File: src/rtl/uart_bus_arbiter_if.sv
// rtl/uart_bus_arbiter_if.sv - master/UART bus bundle for the two-master UART arbiter
//
// Purpose: groups the two master request/handshake channels and the UART-side
// transfer signals into one bundle.
//   slave  modport : the arbiter (consumes requests, drives grants and UART side)
//   master modport : the environment (drives requests and UART acks/errors)
// Signals:
//   mN_req/rw/addr/word_number/wvalid/wdata : master N burst request and write word
//   mN_grant/wack/done/error                : master N ownership and status pulses
//   uart_as/rw/write_ready/write_data/addr/word_number : transfer toward the UART
//   uart_word_ack/uart_bus_error            : UART word consumed / bus error flag
interface uart_bus_arbiter_if #(
  parameter int ADDR_W = 32,
  parameter int DATA_W = 33,
  parameter int WN_W   = 4
);
  logic              m0_req;
  logic              m0_rw;
  logic [ADDR_W-1:0] m0_addr;
  logic [WN_W-1:0]   m0_word_number;
  logic              m0_wvalid;
  logic [DATA_W-1:0] m0_wdata;
  logic              m0_grant;
  logic              m0_wack;
  logic              m0_done;
  logic              m0_error;

  logic              m1_req;
  logic              m1_rw;
  logic [ADDR_W-1:0] m1_addr;
  logic [WN_W-1:0]   m1_word_number;
  logic              m1_wvalid;
  logic [DATA_W-1:0] m1_wdata;
  logic              m1_grant;
  logic              m1_wack;
  logic              m1_done;
  logic              m1_error;

  logic              uart_as;
  logic              uart_rw;
  logic              uart_write_ready;
  logic [DATA_W-1:0] uart_write_data;
  logic [ADDR_W-1:0] uart_addr;
  logic [WN_W-1:0]   uart_word_number;
  logic              uart_word_ack;
  logic              uart_bus_error;

  modport slave (
    input  m0_req, m0_rw, m0_addr, m0_word_number, m0_wvalid, m0_wdata,
    input  m1_req, m1_rw, m1_addr, m1_word_number, m1_wvalid, m1_wdata,
    output m0_grant, m0_wack, m0_done, m0_error,
    output m1_grant, m1_wack, m1_done, m1_error,
    output uart_as, uart_rw, uart_write_ready, uart_write_data, uart_addr, uart_word_number,
    input  uart_word_ack, uart_bus_error
  );

  modport master (
    output m0_req, m0_rw, m0_addr, m0_word_number, m0_wvalid, m0_wdata,
    output m1_req, m1_rw, m1_addr, m1_word_number, m1_wvalid, m1_wdata,
    input  m0_grant, m0_wack, m0_done, m0_error,
    input  m1_grant, m1_wack, m1_done, m1_error,
    input  uart_as, uart_rw, uart_write_ready, uart_write_data, uart_addr, uart_word_number,
    output uart_word_ack, uart_bus_error
  );
endinterface

File: src/rtl/uart_bus_arbiter.sv
// rtl/uart_bus_arbiter.sv - round-robin arbiter giving two masters burst access to one UART
//
// Purpose: grants one of two masters the UART for a burst of word_number words,
// forwards its write words, counts UART word acks and reports done/error.
// Ports:
//   clk   : rising-edge clock
//   reset : asynchronous, active-high
//   bus   : uart_bus_arbiter_if.slave (master channels + UART side)
// uart_rw encoding: 0 = write, 1 = read.
module uart_bus_arbiter #(
  parameter int ADDR_W = 32,
  parameter int DATA_W = 33,
  parameter int WN_W   = 4
) (
  input logic               clk,
  input logic               reset,
  uart_bus_arbiter_if.slave bus
);

  localparam logic RW_WRITE = 1'b0;

  typedef enum logic [2:0] {IDLE, SETUP, XFER, DONE, ERR} state_t;

  state_t            r_state;
  state_t            w_next;
  logic              r_gnt;      // index of the master owning the current burst
  logic              r_last;     // master granted most recently
  logic [WN_W-1:0]   r_cnt;      // words still to be acked
  logic              r_as;
  logic              r_rw;
  logic [ADDR_W-1:0] r_addr;
  logic [WN_W-1:0]   r_wn;
  logic [1:0]        r_grant;

  logic              w_pick;
  logic              w_next_gnt;
  logic              w_req_g;
  logic              w_wvalid_g;
  logic [DATA_W-1:0] w_wdata_g;
  logic              w_wack;
  logic              w_grant_edge;
  logic              w_load_cnt;

  // Arbitration: a lone request wins outright; with both pending the master
  // that was not granted last time wins.
  always_comb begin
    w_pick = 1'b0;
    if (bus.m0_req && bus.m1_req) begin
      w_pick = ~r_last;
    end else if (bus.m1_req) begin
      w_pick = 1'b1;
    end
  end

  assign w_req_g    = r_gnt ? bus.m1_req    : bus.m0_req;
  assign w_wvalid_g = r_gnt ? bus.m1_wvalid : bus.m0_wvalid;
  assign w_wdata_g  = r_gnt ? bus.m1_wdata  : bus.m0_wdata;

  // Next-state logic. Within a burst: dropped request > bus error > ack.
  always_comb begin
    w_next = r_state;
    w_wack = 1'b0;
    case (r_state)
      IDLE: begin
        if (bus.m0_req || bus.m1_req) w_next = SETUP;
      end
      SETUP: begin
        if (!w_req_g)                w_next = IDLE;
        else if (bus.uart_bus_error) w_next = ERR;
        else if (r_wn == '0)         w_next = DONE;
        else                         w_next = XFER;
      end
      XFER: begin
        if (!w_req_g) begin
          w_next = IDLE;
        end else if (bus.uart_bus_error) begin
          w_next = ERR;
        end else if (bus.uart_word_ack) begin
          w_wack = 1'b1;
          if (r_cnt == WN_W'(1)) w_next = DONE;
        end
      end
      DONE:    w_next = IDLE;
      ERR:     w_next = IDLE;
      default: w_next = IDLE;
    endcase
  end

  always_ff @(posedge clk or posedge reset) begin
    if (reset) begin
      r_state <= IDLE;
    end else begin
      r_state <= w_next;
    end
  end

  assign w_grant_edge = (r_state == IDLE) && (w_next == SETUP);
  assign w_load_cnt   = (r_state == SETUP) && (w_next == XFER);
  assign w_next_gnt   = (r_state == IDLE) ? w_pick : r_gnt;

  // Burst datapath and registered outputs, all computed from the next state
  // so that grant and uart_as change exactly on the state transitions.
  always_ff @(posedge clk or posedge reset) begin
    if (reset) begin
      r_gnt   <= 1'b0;
      r_last  <= 1'b1;
      r_cnt   <= '0;
      r_as    <= 1'b0;
      r_rw    <= 1'b0;
      r_addr  <= '0;
      r_wn    <= '0;
      r_grant <= 2'b00;
    end else begin
      if (w_grant_edge) begin
        r_gnt  <= w_pick;
        r_last <= w_pick;
        r_rw   <= w_pick ? bus.m1_rw          : bus.m0_rw;
        r_addr <= w_pick ? bus.m1_addr        : bus.m0_addr;
        r_wn   <= w_pick ? bus.m1_word_number : bus.m0_word_number;
      end
      if (w_load_cnt) begin
        r_cnt <= r_wn;
      end else if (w_wack) begin
        r_cnt <= r_cnt - WN_W'(1);
      end
      r_as       <= (w_next == SETUP) || (w_next == XFER);
      r_grant[0] <= (w_next != IDLE) && !w_next_gnt;
      r_grant[1] <= (w_next != IDLE) &&  w_next_gnt;
    end
  end

  assign bus.m0_grant = r_grant[0];
  assign bus.m1_grant = r_grant[1];
  assign bus.m0_wack  = w_wack && !r_gnt;
  assign bus.m1_wack  = w_wack &&  r_gnt;
  assign bus.m0_done  = (r_state == DONE) && !r_gnt;
  assign bus.m1_done  = (r_state == DONE) &&  r_gnt;
  assign bus.m0_error = (r_state == ERR)  && !r_gnt;
  assign bus.m1_error = (r_state == ERR)  &&  r_gnt;

  assign bus.uart_as          = r_as;
  assign bus.uart_rw          = r_rw;
  assign bus.uart_addr        = r_addr;
  assign bus.uart_word_number = r_wn;
  assign bus.uart_write_ready = (r_state == XFER) && (r_rw == RW_WRITE) && w_wvalid_g;
  assign bus.uart_write_data  = (r_state == XFER) ? w_wdata_g : '0;

endmodule

File: src/flat_wrapper.sv
// flat-port wrapper written by rule: the top's interface ports become plain ports
module uart_bus_arbiter_flat 
#(
  parameter int ADDR_W = 32,
  parameter int DATA_W = 33,
  parameter int WN_W   = 4
)
  (clk, reset, bus_m0_req, bus_m0_rw, bus_m0_addr, bus_m0_word_number, bus_m0_wvalid, bus_m0_wdata, bus_m1_req, bus_m1_rw, bus_m1_addr, bus_m1_word_number, bus_m1_wvalid, bus_m1_wdata, bus_m0_grant, bus_m0_wack, bus_m0_done, bus_m0_error, bus_m1_grant, bus_m1_wack, bus_m1_done, bus_m1_error, bus_uart_as, bus_uart_rw, bus_uart_write_ready, bus_uart_write_data, bus_uart_addr, bus_uart_word_number, bus_uart_word_ack, bus_uart_bus_error);
  uart_bus_arbiter_if #(.ADDR_W(ADDR_W), .DATA_W(DATA_W), .WN_W(WN_W)) bus_i ();
  input logic clk;
  input logic reset;
  input wire logic [$bits(bus_i.m0_req)-1:0] bus_m0_req;
  input wire logic [$bits(bus_i.m0_rw)-1:0] bus_m0_rw;
  input wire logic [$bits(bus_i.m0_addr)-1:0] bus_m0_addr;
  input wire logic [$bits(bus_i.m0_word_number)-1:0] bus_m0_word_number;
  input wire logic [$bits(bus_i.m0_wvalid)-1:0] bus_m0_wvalid;
  input wire logic [$bits(bus_i.m0_wdata)-1:0] bus_m0_wdata;
  input wire logic [$bits(bus_i.m1_req)-1:0] bus_m1_req;
  input wire logic [$bits(bus_i.m1_rw)-1:0] bus_m1_rw;
  input wire logic [$bits(bus_i.m1_addr)-1:0] bus_m1_addr;
  input wire logic [$bits(bus_i.m1_word_number)-1:0] bus_m1_word_number;
  input wire logic [$bits(bus_i.m1_wvalid)-1:0] bus_m1_wvalid;
  input wire logic [$bits(bus_i.m1_wdata)-1:0] bus_m1_wdata;
  output wire logic [$bits(bus_i.m0_grant)-1:0] bus_m0_grant;
  output wire logic [$bits(bus_i.m0_wack)-1:0] bus_m0_wack;
  output wire logic [$bits(bus_i.m0_done)-1:0] bus_m0_done;
  output wire logic [$bits(bus_i.m0_error)-1:0] bus_m0_error;
  output wire logic [$bits(bus_i.m1_grant)-1:0] bus_m1_grant;
  output wire logic [$bits(bus_i.m1_wack)-1:0] bus_m1_wack;
  output wire logic [$bits(bus_i.m1_done)-1:0] bus_m1_done;
  output wire logic [$bits(bus_i.m1_error)-1:0] bus_m1_error;
  output wire logic [$bits(bus_i.uart_as)-1:0] bus_uart_as;
  output wire logic [$bits(bus_i.uart_rw)-1:0] bus_uart_rw;
  output wire logic [$bits(bus_i.uart_write_ready)-1:0] bus_uart_write_ready;
  output wire logic [$bits(bus_i.uart_write_data)-1:0] bus_uart_write_data;
  output wire logic [$bits(bus_i.uart_addr)-1:0] bus_uart_addr;
  output wire logic [$bits(bus_i.uart_word_number)-1:0] bus_uart_word_number;
  input wire logic [$bits(bus_i.uart_word_ack)-1:0] bus_uart_word_ack;
  input wire logic [$bits(bus_i.uart_bus_error)-1:0] bus_uart_bus_error;
  assign bus_i.m0_req = bus_m0_req;
  assign bus_i.m0_rw = bus_m0_rw;
  assign bus_i.m0_addr = bus_m0_addr;
  assign bus_i.m0_word_number = bus_m0_word_number;
  assign bus_i.m0_wvalid = bus_m0_wvalid;
  assign bus_i.m0_wdata = bus_m0_wdata;
  assign bus_i.m1_req = bus_m1_req;
  assign bus_i.m1_rw = bus_m1_rw;
  assign bus_i.m1_addr = bus_m1_addr;
  assign bus_i.m1_word_number = bus_m1_word_number;
  assign bus_i.m1_wvalid = bus_m1_wvalid;
  assign bus_i.m1_wdata = bus_m1_wdata;
  assign bus_m0_grant = bus_i.m0_grant;
  assign bus_m0_wack = bus_i.m0_wack;
  assign bus_m0_done = bus_i.m0_done;
  assign bus_m0_error = bus_i.m0_error;
  assign bus_m1_grant = bus_i.m1_grant;
  assign bus_m1_wack = bus_i.m1_wack;
  assign bus_m1_done = bus_i.m1_done;
  assign bus_m1_error = bus_i.m1_error;
  assign bus_uart_as = bus_i.uart_as;
  assign bus_uart_rw = bus_i.uart_rw;
  assign bus_uart_write_ready = bus_i.uart_write_ready;
  assign bus_uart_write_data = bus_i.uart_write_data;
  assign bus_uart_addr = bus_i.uart_addr;
  assign bus_uart_word_number = bus_i.uart_word_number;
  assign bus_i.uart_word_ack = bus_uart_word_ack;
  assign bus_i.uart_bus_error = bus_uart_bus_error;
  uart_bus_arbiter #(.ADDR_W(ADDR_W), .DATA_W(DATA_W), .WN_W(WN_W)) u_core (.clk(clk), .reset(reset), .bus(bus_i));
endmodule
File: config.mk
export PLATFORM = sky130hd
export DESIGN_NAME = uart_bus_arbiter_flat
export DESIGN_NICKNAME = d
export VERILOG_FILES = /design/src/rtl/uart_bus_arbiter_if.sv /design/src/rtl/uart_bus_arbiter.sv /design/src/flat_wrapper.sv
export SDC_FILE = /design/constraint.sdc
export NUM_CORES = 1
export LEC_CHECK = 0
export CORE_UTILIZATION = 25
export DETAILED_ROUTE_END_ITERATION = 8
export GPL_ROUTABILITY_DRIVEN = 0
export GPL_TIMING_DRIVEN = 0
export PLACE_DENSITY = 0.68
export REMOVE_ABC_BUFFERS = 1
export SETUP_SLACK_MARGIN = 0.3
export SLEW_MARGIN = 20
export SYNTH_ARGS = -nofsm -noshare
export SYNTH_HDL_FRONTEND = slang
export SYNTH_SLANG_ARGS = --single-unit
File: constraint.sdc
create_clock -name clk -period 3.5 [get_ports clk]
set_input_delay 0.35 -clock clk [delete_from_list [all_inputs] [get_ports clk]]
set_output_delay 0.35 -clock clk [all_outputs]
set_load 0.03 [all_outputs]
After elaboration in Yosys (flattened, before gate mapping):

Cells that the tools add are included.

* register bits: 49
* bits in latches: 0
* memory bits (writable): 0
* ROM bits: 0
* output and inout bits: 80
* logic and storage cells: 65
* memories kept: 0

* add/subtract/negate cells: 1
* $mul: 0
* div/mod/pow operators: 0
* $lt $le $gt $ge: 0
* equality and inequality tests: 7
* shift operators: 0
* mux-type cells: 25
* bitwise logic cells: 2
* reduce and logical (&&, ||, !) cells: 21

Operators with widths (number)
* 33-bit 2-to-1 mux: 2
* 32-bit 2-to-1 mux: 1
* 3-bit 2-to-1 mux: 7
* 1-bit logical AND: 13
* 4-bit 2-to-1 mux: 3
* 1-bit 2-to-1 mux: 11
* 3-bit by 2-bit equality test with 1-bit output (second input constant): 3
* 3-bit one-hot mux with 3 select lines: 1
* 3-bit by 1-bit equality test with 1-bit output (second input constant): 2
* 4-bit by 1-bit equality test with 1-bit output (second input constant): 1
* 4-bit zero test: 1
* 4-bit by 1-bit subtractor with 4-bit output (second input constant): 1
* 3-bit equality test (second input constant): 1
* 3-bit zero test: 1
* 3-bit nonzero test: 1
* 1-bit zero test: 2
* 1-bit logical OR: 2
* 1-bit NOT: 2
* 2-bit nonzero test: 1

Depth between registers and ports, before layout:

* depth after elaboration: 9
* gate-level depth with buffers: 7

Least setup slack after synthesis:

Ideal clock, no wire load.

* path type: register to output
* start: register u_core.r_gnt
* end: output port bus_m1_error
* data arrival time: 1.855 ns
* required time: 3.150 ns
* slack: 1.295 ns
* stages on the path, launching flop included: 4
* path through: dfrtp_1 buf_2 buf_1 nor4bb_1

* cells in the longest elaborated chain, start to end: 1

Ends and longest elaborated chain
* from (decl): line uart_bus_arbiter.sv:26 `logic r_gnt;`
* from (signal assigned): line uart_bus_arbiter.sv:115 `r_gnt <= w_pick;`
* 1-bit logical AND: line uart_bus_arbiter.sv:139 `assign bus.m1_error = (r_state == ERR) && r_gnt;`
* to (decl): line flat_wrapper.sv:31 `output wire logic [$bits(bus_i.m1_error)-1:0] bus_m1_error;`

Every way passes these cells.

Worst setup path after layout:

* start: register u_core.r_state[1]
* end: output port bus_m0_wack

* cells in the longest elaborated chain, start to end: 3

Ends and longest elaborated chain
* from (decl): line uart_bus_arbiter.sv:24 `state_t r_state;`
* from (signal assigned): line uart_bus_arbiter.sv:93 `r_state <= w_next;`
* 3-bit by 2-bit equality test with 1-bit output: line uart_bus_arbiter.sv:63 `case (r_state)`
* 1-bit 2-to-1 mux: line uart_bus_arbiter.sv:63
* 1-bit logical AND: line uart_bus_arbiter.sv:134 `assign bus.m0_wack = w_wack && !r_gnt;`
* to (decl): line flat_wrapper.sv:25 `output wire logic [$bits(bus_i.m0_wack)-1:0] bus_m0_wack;`

Every way passes these cells.

==> results.toml <==
[outcome]
status = "finished clean"

[global_route]
grtUsageTotal_pct = 16.2
antenna_found_initial = 0
grt_max_degree = 39
grt_pass1_wl_microns = 16100
grt_overflow = 0
grt_pass1_vias = 3146

[die]
die_area_sq_um = 12200
start_util_pct = 25.8
rows = 39
fp.dieW_microns = 110
die_y_microns = 110
core_sq_um = 11400
io_pins = 228

[placed_design]
placed_cells = 658
port_buffers = 227
dp_hpwl_microns = 7970

[sta]
finClkSkew_ns = 0.00413
finalSetupViolCount = 0
whs_ns = 0.421
rsz0062_at_grt = "false"
period_share_pct = 85.7
relSlewSlack_pct = 54.1
fin_crit_ns = 3.00
fmax_mhz = 333
worst_pin_slew_ns = 0.683
hold_violations = 0
finalMaxSlewViolations = 0

[clocking]
postCtsHoldBufs = 0
ctsResizeCount = 1
cts_setup_buffers = 0
cts_buffers = 5
clock_sink_count = 49
clk_pin_slew_worst_paths_ns = 0.06
cts_buffer_depth = 2
clk_latency_ns = 0.29
h-tree-depth = 2
cts_tree = "yes"
cts_root_buf = "clkbuf_16"

[routing]
detail-route-antenna-nets = 0
drc = 0
wl_microns = 9710
drt_iter0_markers = 81
drt-wirelength-per-cell_microns = 14.6
vias = 3025
dr.pass1.iters = 4
viasPerCell = 4.55

[worst_setup_path]
crit_fanout = 37
worstPathArrival_ns = 2.65
ff2ff_setup_slack_ns = 1.46
worst_ep_required_time_ns = 3.15
r2r-end = "u_core.r_cnt[3]"
crit_path_start_kind = "flip-flop"
critPathKind = "reg2out"
worst_r2r_path_depth = 4
endpoint_kind = "output port"
r2r-start = "u_core.r_gnt"

[yosys]
synth_warnings = 0
synth_edf_count = 0
post_synth_num_cell_types = 45
syn_inst = 306
synth_area_sq_um = 2940
ys_seq_elements = 49
synthFlopType = "dfrtp_1"
synth_seq_area_share_pct = 41.7
async_flop_share_pct = 100
avgSynthCellArea_sq_um = 9.61

[run]
maxCapViolCount = 0

[final_layout]
layout.nets = 672
diodes = 0
register_area_sq_um = 1230
multi_input_area_sq_um = 1610
syn2layout_area_growth_pct = 90.5
drive_above_1_share_pct = 5.36
final_common_cell = "clkdlybuf4s50_1"
fin_cells = 665
final_util_pct = 49.1
fill_cells = 1086
layout_common_cells = "clkdlybuf4s50_1, mux2i_1, dfrtp_1, nand2_1, o21ai_0"

[pwr]
leakage_nw = 2.28
peakVddDrop_v = 0.000382
powerDensity_nw_per_um2 = 687

[hold_path]
hp-class = "in2async"
layout make-up:
type | count | area share [%]
clock buffers | 6 | 2.48
flip-flops and latches | 49 | 21.9
repair buffers | 233 | 43.4
multi-input cells | 230 | 28.7
well taps | 143 | 3.19
clock inverters | 1 | 0.134
inverters | 3 | 0.201
critical path, stage by stage (launching register included):
cell,delay (ns)
dfrtp_1,0.49
or3b_4,0.62
nor4b_4,0.39
nor2b_1,0.17
clkdlybuf4s50_1,0.68
flip-flops by register name (all words and copies together), names as in the netlist:
| name | flops |
|---|---|
| u_core.r_state | 3 |
| u_core.r_cnt | 4 |
| u_core.bus.uart_word_number | 4 |
| u_core.bus.uart_addr | 32 |
| u_core.bus.uart_rw | 1 |
| u_core.bus.uart_as | 1 |
| u_core.r_grant | 2 |
| u_core.r_last | 1 |
| u_core.r_gnt | 1 |
worst max-delay path by stage:
stage,cells past startpoint,slack [ns],end,startpoint
detailed placement,4,0.55,bus_m0_wack,u_core.r_state[2]
global route,4,0.36,bus_m0_wack,u_core.r_state[1]
finish,4,0.50,bus_m0_wack,u_core.r_state[1]
CTS,4,0.48,bus_m0_wack,u_core.r_state[1]
global placement,4,-1.67,u_core.bus.uart_addr[14],bus_m1_req
floorplan,3,-0.12,u_core.bus.uart_addr[0],u_core.r_last
cells by family (layout without fill, tap and decap cells):
| kind of cell | after synthesis | count (layout) | share of synthesized area (%) |
|---|---|---|---|
| flip-flops | 49 | 49 | 41.7 |
| adder cells (fa/ha/maj) | 2 | 2 | 0.851 |
| AO/OA/AOI/OAI | 52 | 52 | 9.95 |
| buffers and inverters | 27 | 243 | 4.47 |
| XOR/XNOR | 3 | 3 | 0.893 |
| AND/OR/NAND/NOR | 99 | 99 | 16.8 |
| multiplexers | 74 | 74 | 25.4 |
report_power, final:
part | internal (W) | switching [W]
Clock | 0.000280 | 0.000199
Combinational | 0.00107 | 0.00122
Sequential | 0.000842 | 0.000235
metrics by stage:
stage / cell area (sq um) / total power [W] / setup TNS [ns] / worst slack, ns
floorplan: 2820 / 0.00235 / -4.62 / -0.122
global placement: 5270 / 0.00328 / -65.76 / -1.67
detailed placement: 5450 / 0.00340 / 0 / 0.546
CTS: 5600 / 0.00390 / 0 / 0.477
global route: 5600 / 0.00410 / 0 / 0.363
finish: 5600 / 0.00385 / 0 / 0.501
Yosys cell counts (2+ instances only):
library cell | n | area share, %
and2_1 | 2 | 0.43
buf_6 | 2 | 0.77
xnor2_1 | 2 | 0.60
buf_1 | 2 | 0.26
a21o_1 | 2 | 0.51
inv_1 | 3 | 0.38
clkbuf_1 | 12 | 1.5
buf_2 | 6 | 1.0
nand2b_1 | 2 | 0.43
nor2b_1 | 2 | 0.43
nor4_1 | 2 | 0.43
buf_4 | 2 | 0.51
nor4bb_1 | 2 | 0.68
mux2i_1 | 72 | 25
ha_1 | 2 | 0.85
nor2_1 | 36 | 4.6
nand2_1 | 42 | 5.4
dfrtp_1 | 48 | 41
o21ai_0 | 39 | 6.6
metal layers:
metal | track usage (%) | vias up | part of all wire (%)
li1 | - | 1495 | -
met1 | 18.0 | 1366 | 40
met2 | 29.4 | 156 | 50
met3 | 5.49 | 8 | 9.5
met4 | 4.18 | 0 | 1.2
met5 | 0 | - | 0
Power figures use the tool's default switching activity.
